File: src/rtl/exibidor_sequencia_pkg.sv
// Shared definitions for the sequence display: state codes and default timing.
package exibidor_sequencia_pkg;

  localparam int unsigned T_ON_PADRAO  = 1000;
  localparam int unsigned T_OFF_PADRAO = 500;
  localparam int unsigned ESTADO_W     = 4;

  // 4-bit codes are shared with the control unit and the debug display
  typedef enum logic [ESTADO_W-1:0] {
    OCIOSO       = 4'h0,
    CARREGA      = 4'h1,
    ACENDE       = 4'h2,
    APAGA        = 4'h3,
    PROXIMO      = 4'h4,
    FIM_EXIBICAO = 4'hF
  } estado_t;

endpackage

File: src/rtl/exibidor_sequencia_contador.sv
// contador_tempo: up-counter with synchronous clear/enable; fim flags the last cycle before limite.
module contador_tempo #(
  parameter int unsigned W = 4
) (
  input  logic         clk_i,
  input  logic         rst_n_i,
  input  logic         zera_i,
  input  logic         conta_i,
  input  logic [W-1:0] limite_i,
  output logic         fim_c_o
);

  logic [W-1:0] contagem_q;
  logic [W-1:0] contagem_d;

  always_comb begin
    contagem_d = contagem_q;
    if (zera_i) begin
      contagem_d = '0;
    end else if (conta_i) begin
      contagem_d = contagem_q + W'(1);
    end
  end

  always_ff @(posedge clk_i) begin
    if (!rst_n_i) begin
      contagem_q <= '0;
    end else begin
      contagem_q <= contagem_d;
    end
  end

  // High on the limite-th cycle of a count started from zero
  assign fim_c_o = (contagem_q == (limite_i - W'(1)));

endmodule

File: src/rtl/exibidor_sequencia.sv
// Plays sequence memory entries 0..rodada on the LEDs, each lit T_ON cycles then dark T_OFF cycles.
module exibidor_sequencia
  import exibidor_sequencia_pkg::*;
#(
  parameter int unsigned ADDR_W = 4,
  parameter int unsigned DATA_W = 4,
  parameter int unsigned T_ON   = T_ON_PADRAO,
  parameter int unsigned T_OFF  = T_OFF_PADRAO
) (
  input  logic              clock,
  input  logic              reset,
  input  logic              iniciar,
  input  logic [ADDR_W-1:0] rodada,
  input  logic [DATA_W-1:0] dado,
  output logic [ADDR_W-1:0] endereco,
  output logic [DATA_W-1:0] leds,
  output logic              exibindo,
  output logic              pronto,
  output logic [3:0]        db_estado
);

  localparam int unsigned T_MAX   = (T_ON > T_OFF) ? T_ON : T_OFF;
  localparam int unsigned TIMER_W = $clog2(T_MAX + 1);

  estado_t             estado_q, estado_d;
  logic [ADDR_W-1:0]   endereco_q, endereco_d;
  logic [ADDR_W-1:0]   rodada_q, rodada_d;
  logic [DATA_W-1:0]   leds_q, leds_d;

  logic                conta_c;
  logic                zera_c;
  logic                fim_c;
  logic [TIMER_W-1:0]  limite_c;

  contador_tempo #(
    .W (TIMER_W)
  ) u_contador_tempo (
    .clk_i    (clock),
    .rst_n_i  (reset),
    .zera_i   (zera_c),
    .conta_i  (conta_c),
    .limite_i (limite_c),
    .fim_c_o  (fim_c)
  );

  // Timer runs only while lit or dark and restarts on every phase change
  always_comb begin
    conta_c  = (estado_q == ACENDE) || (estado_q == APAGA);
    zera_c   = !conta_c || fim_c;
    limite_c = (estado_q == APAGA) ? TIMER_W'(T_OFF) : TIMER_W'(T_ON);
  end

  always_comb begin
    estado_d   = estado_q;
    endereco_d = endereco_q;
    rodada_d   = rodada_q;
    leds_d     = leds_q;
    case (estado_q)
      OCIOSO: begin
        if (iniciar) begin
          estado_d   = CARREGA;
          rodada_d   = rodada;
          endereco_d = '0;
        end
      end
      CARREGA: begin
        leds_d   = dado;
        estado_d = ACENDE;
      end
      ACENDE: begin
        if (fim_c) estado_d = APAGA;
      end
      APAGA: begin
        if (fim_c) estado_d = (endereco_q != rodada_q) ? PROXIMO : FIM_EXIBICAO;
      end
      PROXIMO: begin
        endereco_d = endereco_q + ADDR_W'(1);
        estado_d   = CARREGA;
      end
      FIM_EXIBICAO: estado_d = OCIOSO;
      default:      estado_d = OCIOSO;
    endcase
  end

  always_ff @(posedge clock) begin
    if (!reset) begin
      estado_q   <= OCIOSO;
      endereco_q <= '0;
      rodada_q   <= '0;
      leds_q     <= '0;
    end else begin
      estado_q   <= estado_d;
      endereco_q <= endereco_d;
      rodada_q   <= rodada_d;
      leds_q     <= leds_d;
    end
  end

  // Moore decode from state and registers only
  assign endereco  = endereco_q;
  assign leds      = (estado_q == ACENDE) ? leds_q : '0;
  assign exibindo  = (estado_q != OCIOSO) && (estado_q != FIM_EXIBICAO);
  assign pronto    = (estado_q == FIM_EXIBICAO);
  assign db_estado = 4'(estado_q);

endmodule

File: config.mk
export PLATFORM = sky130hd
export DESIGN_NAME = exibidor_sequencia
export DESIGN_NICKNAME = d
export VERILOG_FILES = /design/src/rtl/exibidor_sequencia_pkg.sv /design/src/rtl/exibidor_sequencia_contador.sv /design/src/rtl/exibidor_sequencia.sv
export SDC_FILE = /design/constraint.sdc
export NUM_CORES = 1
export LEC_CHECK = 0
export BUFFER_PORTS_ARGS = -buffer_cell sky130_fd_sc_hd__buf_2
export CORE_MARGIN = 2
export CORE_UTILIZATION = 25
export CTS_CLUSTER_SIZE = 28
export DETAILED_ROUTE_END_ITERATION = 10
export RECOVER_POWER = 100
export SLEW_MARGIN = 0
export SYNTH_ARGS = -nofsm -noshare
export SYNTH_HDL_FRONTEND = slang
export SYNTH_SLANG_ARGS = --single-unit
File: constraint.sdc
create_clock -name clock -period 1.72 [get_ports clock]
set_clock_uncertainty 0.15 [all_clocks]
set_input_delay 0.344 -clock clock [delete_from_list [all_inputs] [get_ports clock]]
set_output_delay 0.344 -clock clock [all_outputs]
set_load 0.03 [all_outputs]
==> results of run 1 <==
-- layer usage --
metal  vias up  wire length [um]  GRT usage [%]
met5         -                 0              0
met3         2               163          3.836
met1       509              1387          14.81
met2        27              1435          20.19
met4         0                14          1.754
li1        578                 -              -
-- layout make-up --
class                      count  area [um2]  area share [%]
clock inverter                 1       30.03           1.666
multi-input combinational    106       802.0           44.48
clock buffer                   3       41.29           2.290
timing repair buffer          44       297.8           16.52
sequential                    26       533.0           29.56
tap                           70       87.58           4.858
inverter                       3       11.26          0.6246
-- power by group through the flow --
stage               clock network (mW)  logic, mW  registers, mW
floorplan                            0      0.133          0.664
global placement                     0      0.213          0.666
detailed placement                   0      0.215          0.668
CTS                              0.534      0.265          0.643
global route                     0.556      0.284          0.647
finish                           0.515      0.259          0.643
-- synth_stat cells (2+ instances only) --
cell type | n | area share [%]
nand2_1 | 13 | 3.8
ha_1 | 2 | 2.0
a21boi_1 | 5 | 2.9
and3_1 | 3 | 1.5
nor2b_1 | 9 | 4.4
a21oi_1 | 2 | 0.78
and2_1 | 5 | 2.4
nand4_1 | 3 | 1.5
inv_1 | 3 | 0.88
nor4b_2 | 2 | 2.3
nor4_2 | 3 | 2.9
nor3_1 | 3 | 1.2
mux2i_1 | 4 | 3.1
dfxtp_1 | 26 | 41
nor2_1 | 13 | 3.8
and4_1 | 3 | 2.1
nand3_1 | 9 | 3.5
nor4bb_1 | 2 | 1.6
xnor2_1 | 11 | 7.5
xor2_1 | 2 | 1.4
clkbuf_1 | 4 | 1.2
o21ai_0 | 3 | 1.2
-- cell families after synthesis --
kind of cell	after synthesis
simple gates	73
flops	26
compound gates	14
xor+xnor	13
buf+inv	9
mux	4
fa+ha+maj	2
-- path summary, 6_finish.rpt --
kind | from | to | cells past startpoint
worst max-delay path | db_estado[2] | leds[1] | 4
worst min-delay path | rodada[2] | rodada_q[2] | 3
worst max register to register | db_estado[0] | endereco[0] | 7
worst min register to register | u_contador_tempo.contagem_q[0] | u_contador_tempo.contagem_q[0] | 1
-- worst max-delay path: stages, from the launching register on --
cell and delay, ns:
dfxtp_4 0.37, nor4b_4 0.30, buf_4 0.17, and2_4 0.13, buf_6 0.12
-- per-stage QoR --
stage | power, mW | instance area [um2] | util [%] | TNS [ns] | setup slack [ns]
CTS | 1.442 | 1792 | 35.76 | -0.7316 | -0.1540
finish | 1.417 | 1803 | 35.99 | -0.5921 | -0.1376
global placement | 0.8792 | 1618 | 32.29 | 0 | 0.03219
detailed placement | 0.8823 | 1618 | 32.29 | 0 | 0.008787
floorplan | 0.7975 | 1345 | - | -0.01804 | -0.01804
global route | 1.487 | 1803 | 35.99 | -1.678 | -0.2352
-- flip-flops by register name, indices dropped and copies added (netlist names) --
| signal | flops |
|---|---|
| db_estado | 4 |
| endereco | 4 |
| rodada_q | 4 |
| leds_q | 4 |
| u_contador_tempo.contagem_q | 10 |
-- what timing repair did --
action,4_1_cts,5_1_grt
pin swaps,6,5
setup endpoints to repair,8,24
buffers inserted,5,0
resized for setup,18,8
==> impl_metrics.tcl, run 1 <==
set metrics [dict create \
    worst_skew_pair.late_latency_ns 0.28 \
    numCtsBuffers 3 \
    first_pass_iters 4 \
    die_area_um2 5703 \
    synth_edf_count 0 \
    peakVddDrop_uv 494.0 \
    drive_gt1_share_pct 34.43 \
    timing.fmax_mhz 538.3 \
    io_buffers 24 \
    p_seq_share_pct 45.4 \
    p_sw_mw 0.3526 \
    mostFrequentLayoutCells "dfxtp_1, buf_4, nor2_1, nand2_1" \
    clk_pin_slew_ns 0.10 \
    violations "negative setup slack" \
    finalCriticalPeriod_ns 1.858 \
    hpwl_mm 2.170 \
    finalHoldViolations 0 \
    grt_setup_unrepaired "true" \
    slew_headroom_pct 75.18 \
    cts_hold_buf 0 \
    hold_ws_ns 0.1653 \
    yosys.area_share.simple_pct 34.83 \
    leakage_nw 0.7016 \
    clockBufferDepth 2 \
    synth_compound_area_share_pct 7.436 \
    swShare_pct 24.88 \
    cts_tree "built" \
    hold_class "primary input to flop" \
    ios 25 \
    seq_area_frac_synth_pct 40.70 \
    cp-end-kind "primary output" \
    area_growth_pct 41.00 \
    instances_no_fill 253 \
    worst_slack_ns -0.1376 \
    grt_usage_pct 11.80 \
    outcome "finished, violations left" \
    nFillCells 538 \
    synth_cells 141 \
    wl_per_cell_um 11.85 \
    grt_pass1_vias 1076 \
    async_flop_share_pct 0 \
    fp.dieH_um 75.52 \
    synth-xor-area-share_pct 8.904 \
    power_density_nw_per_um2 786.1 \
    setup_viol 5 \
    fp.coreArea_um2 5010 \
    grt_antenna_before_repair 0 \
    synth_top_family_by_area "simple AND/OR/NAND/NOR gates" \
    ant_nets 0 \
    required_ns 1.23 \
    start_kind "flop" \
    num_rows 26 \
    synthFlopType "dfxtp_1" \
    synth_cell_types 33 \
    crit_path_max_fanout 3 \
    drt_iter0_drc 17 \
    clkPwrFrac_pct 36.3 \
    finalMaxSlewViolations 0 \
    place_inst 244 \
    cp.arrival_ns 1.36 \
    synthesis.area_um2 1279 \
    vias_per_cell 4.411 \
    wl_mm 2.999 \
    overflow 0 \
    yosys_warnings 0 \
    nets 197 \
    power_frac_comb_pct 18.3 \
    clockRootBuffer "clkbuf_8" \
    final_common_cell "dfxtp_1" \
    yosys_register_bits 26 \
    synth_fa_ha_area_share_pct 1.957 \
    numClockSinks 26 \
    cap_violations 0 \
    syn-num-nets 154 \
    grt_pass1_wl_mm 5.119 \
    p_int_mw 1.065 \
    die_x_um 75.52 \
    grt_max_degree 16 \
    crit_type "flop to primary output" \
    gp_congestion 0.7576 \
    antenna_cells 0 \
    avgSynthCellArea_um2 9.069 \
    period_share_pct 108.0 \
    via_count 1116 \
    muxShareOfSynthArea_pct 3.131 \
    htreeDepth 1 \
    regToRegSetupSlack_ns 0.01 \
    drc_errors 0 \
    worst_slew_pin_slew_ns 0.3739 \
    start_util_pct 25.52 \
]
Power figures use the tool's default switching activity.
==> inputs of run 2 (changes only) <==
--- a/config.mk
+++ b/config.mk
@@ -10,7 +10,8 @@
 export CORE_UTILIZATION = 25
 export CTS_CLUSTER_SIZE = 28
 export DETAILED_ROUTE_END_ITERATION = 10
-export RECOVER_POWER = 100
+export HOLD_SLACK_MARGIN = 0.08
+export REMOVE_ABC_BUFFERS = 1
 export SLEW_MARGIN = 0
 export SYNTH_ARGS = -nofsm -noshare
 export SYNTH_HDL_FRONTEND = slang
==> impl_metrics.tcl, run 2 (synthesized netlist as in run 1, its figures left out) <==
set metrics [dict create \
    htreeDepth 1 \
    drt_iter0_drc 28 \
    mostFrequentLayoutCells "dfxtp_1, buf_2, buf_4" \
    peakVddDrop_uv 503.3 \
    cp_cell_sequence "nor4b_4 > buf_4 > and2_1 > buf_6" \
    via_count 1150 \
    top_register "u_contador_tempo.contagem_q" \
    cp.arrival_ns 1.33 \
    clockBufferDepth 2 \
    postLayoutCoreUtil_pct 36.56 \
    grt_usage_pct 11.50 \
    clockRootBuffer "clkbuf_8" \
    gp_congestion 0.7632 \
    hold_ws_ns 0.1541 \
    finalCriticalPeriod_ns 1.824 \
    worst_slew_pin_slew_ns 0.3303 \
    path_depth 4 \
    largest_reg_flops 10 \
    grt_pass1_wl_mm 4.926 \
    cp-end-kind "primary output" \
    grt_setup_unrepaired "true" \
    violations "negative setup slack" \
    max_stage_delay_ns 0.35 \
    finalHoldViolations 0 \
    slew_headroom_pct 77.80 \
    drive_gt1_share_pct 37.50 \
    drc_errors 0 \
    grt_pass1_vias 1055 \
    die_x_um 75.52 \
    finalMaxSlewViolations 0 \
    hold_class "primary input to flop" \
    final-seq-area_um2 530.5 \
    worst_skew_pair.late_latency_ns 0.28 \
    multi_input_area_um2 800.8 \
    cpMaxStageDelayCell "dfxtp_2" \
    numClockSinks 26 \
    wl_per_cell_um 11.96 \
    first_pass_iters 4 \
    setup_viol 5 \
    cts_hold_buf 0 \
    overflow 0 \
    clk_pin_slew_ns 0.09 \
    hpwl_mm 2.121 \
    hold_path_depth 3 \
    io_buffers 24 \
    required_ns 1.23 \
    power_density_nw_per_um2 758.1 \
    worst_r2r_path_depth 6 \
    cts_tree "built" \
    num_rows 26 \
    worst_slack_ns -0.1038 \
    wl_mm 3.038 \
    antenna_cells 0 \
    ios 25 \
    ant_nets 0 \
    fp.dieH_um 75.52 \
    period_share_pct 106.0 \
    grt_max_degree 16 \
    crit_path_max_fanout 5 \
    vias_per_cell 4.528 \
    timing.fmax_mhz 548.3 \
    start_kind "flop" \
    numCtsBuffers 3 \
    cap_violations 0 \
    final_common_cell "dfxtp_1" \
    fp.coreArea_um2 5010 \
    die_area_um2 5703 \
    outcome "finished, violations left" \
    path_delay_family "simple AND/OR/NAND/NOR gates" \
    area_growth_pct 43.25 \
    grt_antenna_before_repair 0 \
    nFillCells 534 \
    nets 198 \
    total_power_mw 1.389 \
    start_util_pct 25.52 \
    crit_type "flop to primary output" \
    leakage_nw 0.7219 \
    cp_num_buf_inv 2 \
]
[run 2: cell count changes in the layout (fill, tap and decap cells not counted), moves of 2 or more]
cell and change:
and2_4 -3, clkbuf_1 -6, and2_1 +3, buf_4 +3
buf_6 +2, buf_2 +7, clkbuf_2 -5
[run 2: where the power goes]
part           internal (mW)  switching (mW)
Sequential             0.624          0.0213
Clock                  0.312           0.194
Combinational          0.118           0.120
Total                   1.05           0.336
[run 2: final timing paths]
kind | startpoint | end | slack (ns)
worst max-delay path | db_estado[2] | leds[3] | -0.10
worst min-delay path | rodada[2] | rodada_q[2] | 0.15
worst max register to register | db_estado[3] | endereco[3] | 0.03
worst min register to register | u_contador_tempo.contagem_q[0] | u_contador_tempo.contagem_q[0] | 0.30
[run 2: repair_timing]
action | in CTS | in global routing
setup endpoints to repair | 10 | 23
pin swaps | 3 | 7
gates resized for setup | 25 | 13
gates cloned | 0 | 0
setup buffers | 5 | 1
[run 2: per-stage QoR]
| step | TNS [ns] | worst slack [ns] | instances | instance area, um2 |
|---|---|---|---|---|
| floorplan | -1.835 | -0.2708 | 135 | 1251 |
| global placement | 0 | 0.0004758 | 244 | 1572 |
| detailed placement | -0.009859 | -0.009859 | 244 | 1572 |
| CTS | -0.5408 | -0.1113 | 253 | 1759 |
| global route | -1.043 | -0.1875 | 254 | 1832 |
| finish | -0.4697 | -0.1038 | 254 | 1832 |
[run 2: final cells by class]
type | count | area share (%)
multi-input cells | 106 | 43.72
flip-flops and latches | 26 | 28.96
repair buffers | 45 | 18.03
well taps | 70 | 4.781
clock buffers | 3 | 2.254
clock inverters | 1 | 1.639
inverters | 3 | 0.6148
[run 2: layer usage]
metal / share of wire (%) / track usage [%] / routed length [um] / up-vias
li1: - / - / - / 582
met4: 1.5 / 4.483 / 46 / 0
met1: 46 / 14.59 / 1392 / 543
met3: 4.0 / 3.307 / 121 / 4
met5: 0 / 0 / 0 / -
met2: 49 / 18.45 / 1479 / 21
[run 2: worst reg2reg max path, stage by stage, from the launching register on]
cell and delay, ns:
dfxtp_4 0.37, buf_6 0.12, buf_6 0.12, or4b_4 0.57
nor2_2 0.10, o21ai_1 0.06, a31oi_1 0.13
==> inputs of run 3 (changes only) <==
--- a/config.mk
+++ b/config.mk
@@ -5,6 +5,7 @@
 export SDC_FILE = /design/constraint.sdc
 export NUM_CORES = 1
 export LEC_CHECK = 0
+export ABC_AREA = 1
 export BUFFER_PORTS_ARGS = -buffer_cell sky130_fd_sc_hd__buf_2
 export CORE_MARGIN = 2
 export CORE_UTILIZATION = 25
==> impl_metrics.tcl, run 3 <==
set metrics [dict create \
    outcome "finished, violations left" \
    violations "negative setup slack" \
    hold_path_depth 3 \
    worst_slack_ns -0.04394 \
    total_power_mw 2.368 \
    cts_hold_buf 0 \
    finalCriticalPeriod_ns 1.764 \
    async_flop_share_pct 0 \
    grt_pass1_vias 1137 \
    leakage_nw 0.7552 \
    peakVddDrop_uv 419.6 \
    first_pass_iters 4 \
    vias_per_cell 4.194 \
    fp.dieH_um 76.70 \
    clockBufferDepth 2 \
    synthTopCellsByCount "nand2_1, dfxtp_1, inv_1" \
    start_kind "flop" \
    finalHoldViolations 0 \
    clockRootBuffer "clkbuf_8" \
    wl_mm 2.953 \
    synth_edf_count 0 \
    cap_violations 0 \
    p_sw_mw 0.9299 \
    grt_antenna_before_repair 0 \
    synthesis.area_um2 1321 \
    required_ns 1.23 \
    timing.fmax_mhz 566.9 \
    power_frac_comb_pct 46.0 \
    yosys.area.top_type "dfxtp_1" \
    overflow 0 \
    slew_headroom_pct 81.82 \
    nFillCells 558 \
    grt_max_degree 16 \
    fp.coreArea_um2 5107 \
    grt_usage_pct 10.76 \
    clk_pin_slew_ns 0.09 \
    place_inst 279 \
    mostFrequentLayoutCells "nand2_1, inv_1, dfxtp_1" \
    grt_setup_unrepaired "true" \
    worst_r2r_path_depth 8 \
    hold_ws_ns 0.1929 \
    ant_nets 0 \
    synth_cells 183 \
    hold_class "primary input to flop" \
    synth.area.top_cells "dfxtp_1, nand2_1, inv_1" \
    die_area_um2 5883 \
    nets 232 \
    start_util_pct 25.87 \
    clkPwrFrac_pct 21.6 \
    swShare_pct 39.27 \
    gp_congestion 0.8165 \
    crit_type "flop to primary output" \
    ios 25 \
    p_int_mw 1.438 \
    period_share_pct 102.6 \
    cp-end-kind "primary output" \
    final_common_cell "nand2_1" \
    crit_path_max_fanout 6 \
    cp.arrival_ns 1.27 \
    largest_reg_flops 10 \
    drt_iter0_drc 21 \
    numClockSinks 26 \
    yosys_warnings 0 \
    area_growth_pct 34.09 \
    synth_top_area_share_pct 39.39 \
    io_buffers 24 \
    seq_area_frac_synth_pct 39.39 \
    synthFlopType "dfxtp_1" \
    synth_cell_types 27 \
    drive_gt1_share_pct 32.57 \
    pre_cts_ws_ns 0.08429 \
    postLayoutCoreUtil_pct 34.69 \
    avgSynthCellArea_um2 7.220 \
    power_density_nw_per_um2 1336 \
    antenna_cells 0 \
    cts_tree "built" \
    numCtsBuffers 3 \
    hpwl_mm 2.195 \
    worst_slew_pin_slew_ns 0.2727 \
    drc_errors 0 \
    worst_skew_pair.late_latency_ns 0.27 \
    num_rows 26 \
    p_seq_share_pct 32.5 \
    die_x_um 76.70 \
    top_register "u_contador_tempo.contagem_q" \
    finalMaxSlewViolations 0 \
    yosys_register_bits 26 \
    wl_per_cell_um 10.25 \
    synth.most_common_cell "nand2_1" \
    setup_viol 5 \
    grt_pass1_wl_mm 5.016 \
    via_count 1208 \
    htreeDepth 1 \
    instances_no_fill 288 \
]
[run 3: cell count changes after synthesis, sizes merged, moves of 6 or more]
cell | previous run | this run
inv | 3 | 29
nor2b | 9 | 0
a21oi | 2 | 14
nand2 | 13 | 43
nor2 | 13 | 23
xnor2 | 11 | 2
o21ai | 3 | 9
[run 3: per-layer routing]
metal  global-route usage, %  vias up  share of wire (%)
met5                       0        -                  0
met1                   13.15      549                 46
met3                   2.471        2                2.3
li1                        -      647                  -
met2                   18.16       10                 50
met4                   4.364        0                1.4
[run 3: what timing repair did]
action / in CTS / in global routing
pin swaps: 1 / 3
setup buffers: 4 / 1
resized for setup: 20 / 18
cloned: 0 / 0
setup endpoints to repair: 6 / 6
[run 3: critical path, cell delays in order (launching register included)]
cell     delay [ns]
dfxtp_2        0.35
buf_4          0.14
inv_1          0.17
nand2_8        0.11
nor2_4         0.09
buf_6          0.13
[run 3: power groups by stage]
stage	clock, mW	sequential [mW]	combinational (mW)
CTS	0.532	0.758	0.982
global placement	0	0.769	0.858
detailed placement	0	0.769	0.860
floorplan	0	0.814	0.552
global route	0.557	0.785	1.21
finish	0.511	0.769	1.09
[run 3: logic make-up (layout without fill, tap and decap cells)]
kind of cell,after synthesis,count (layout),synth area share [%]
simple gates,92,92,34.47
xor+xnor,9,9,5.966
buf+inv,30,65,8.807
compound gates,24,24,9.470
fa+ha+maj,2,2,1.894
flops,26,26,39.39
[run 3: worst paths after layout]
path / from / end / slack (ns)
hold reg to reg: u_contador_tempo.contagem_q[0] / u_contador_tempo.contagem_q[0] / 0.31
setup reg to reg: db_estado[3] / u_contador_tempo.contagem_q[9] / 0.15
setup / recovery: db_estado[0] / leds[2] / -0.04
hold / removal: dado[0] / leds_q[0] / 0.19
[run 3: per-stage QoR]
stage | TNS (ns) | cell area (um2)
global route | -0.5703 | 1772
floorplan | -1.215 | 1316
detailed placement | 0 | 1546
finish | -0.1721 | 1772
global placement | 0 | 1546
CTS | -0.2028 | 1692
[run 3: area by class of cell]
type	instances	area, um2	area share [%]
sequential	26	533.0	30.08
timing repair buffer	32	211.5	11.94
inverter	29	113.9	6.427
clock inverter	1	30.03	1.695
multi-input combinational	127	754.5	42.58
clock buffer	3	41.29	2.331
tap	70	87.58	4.944
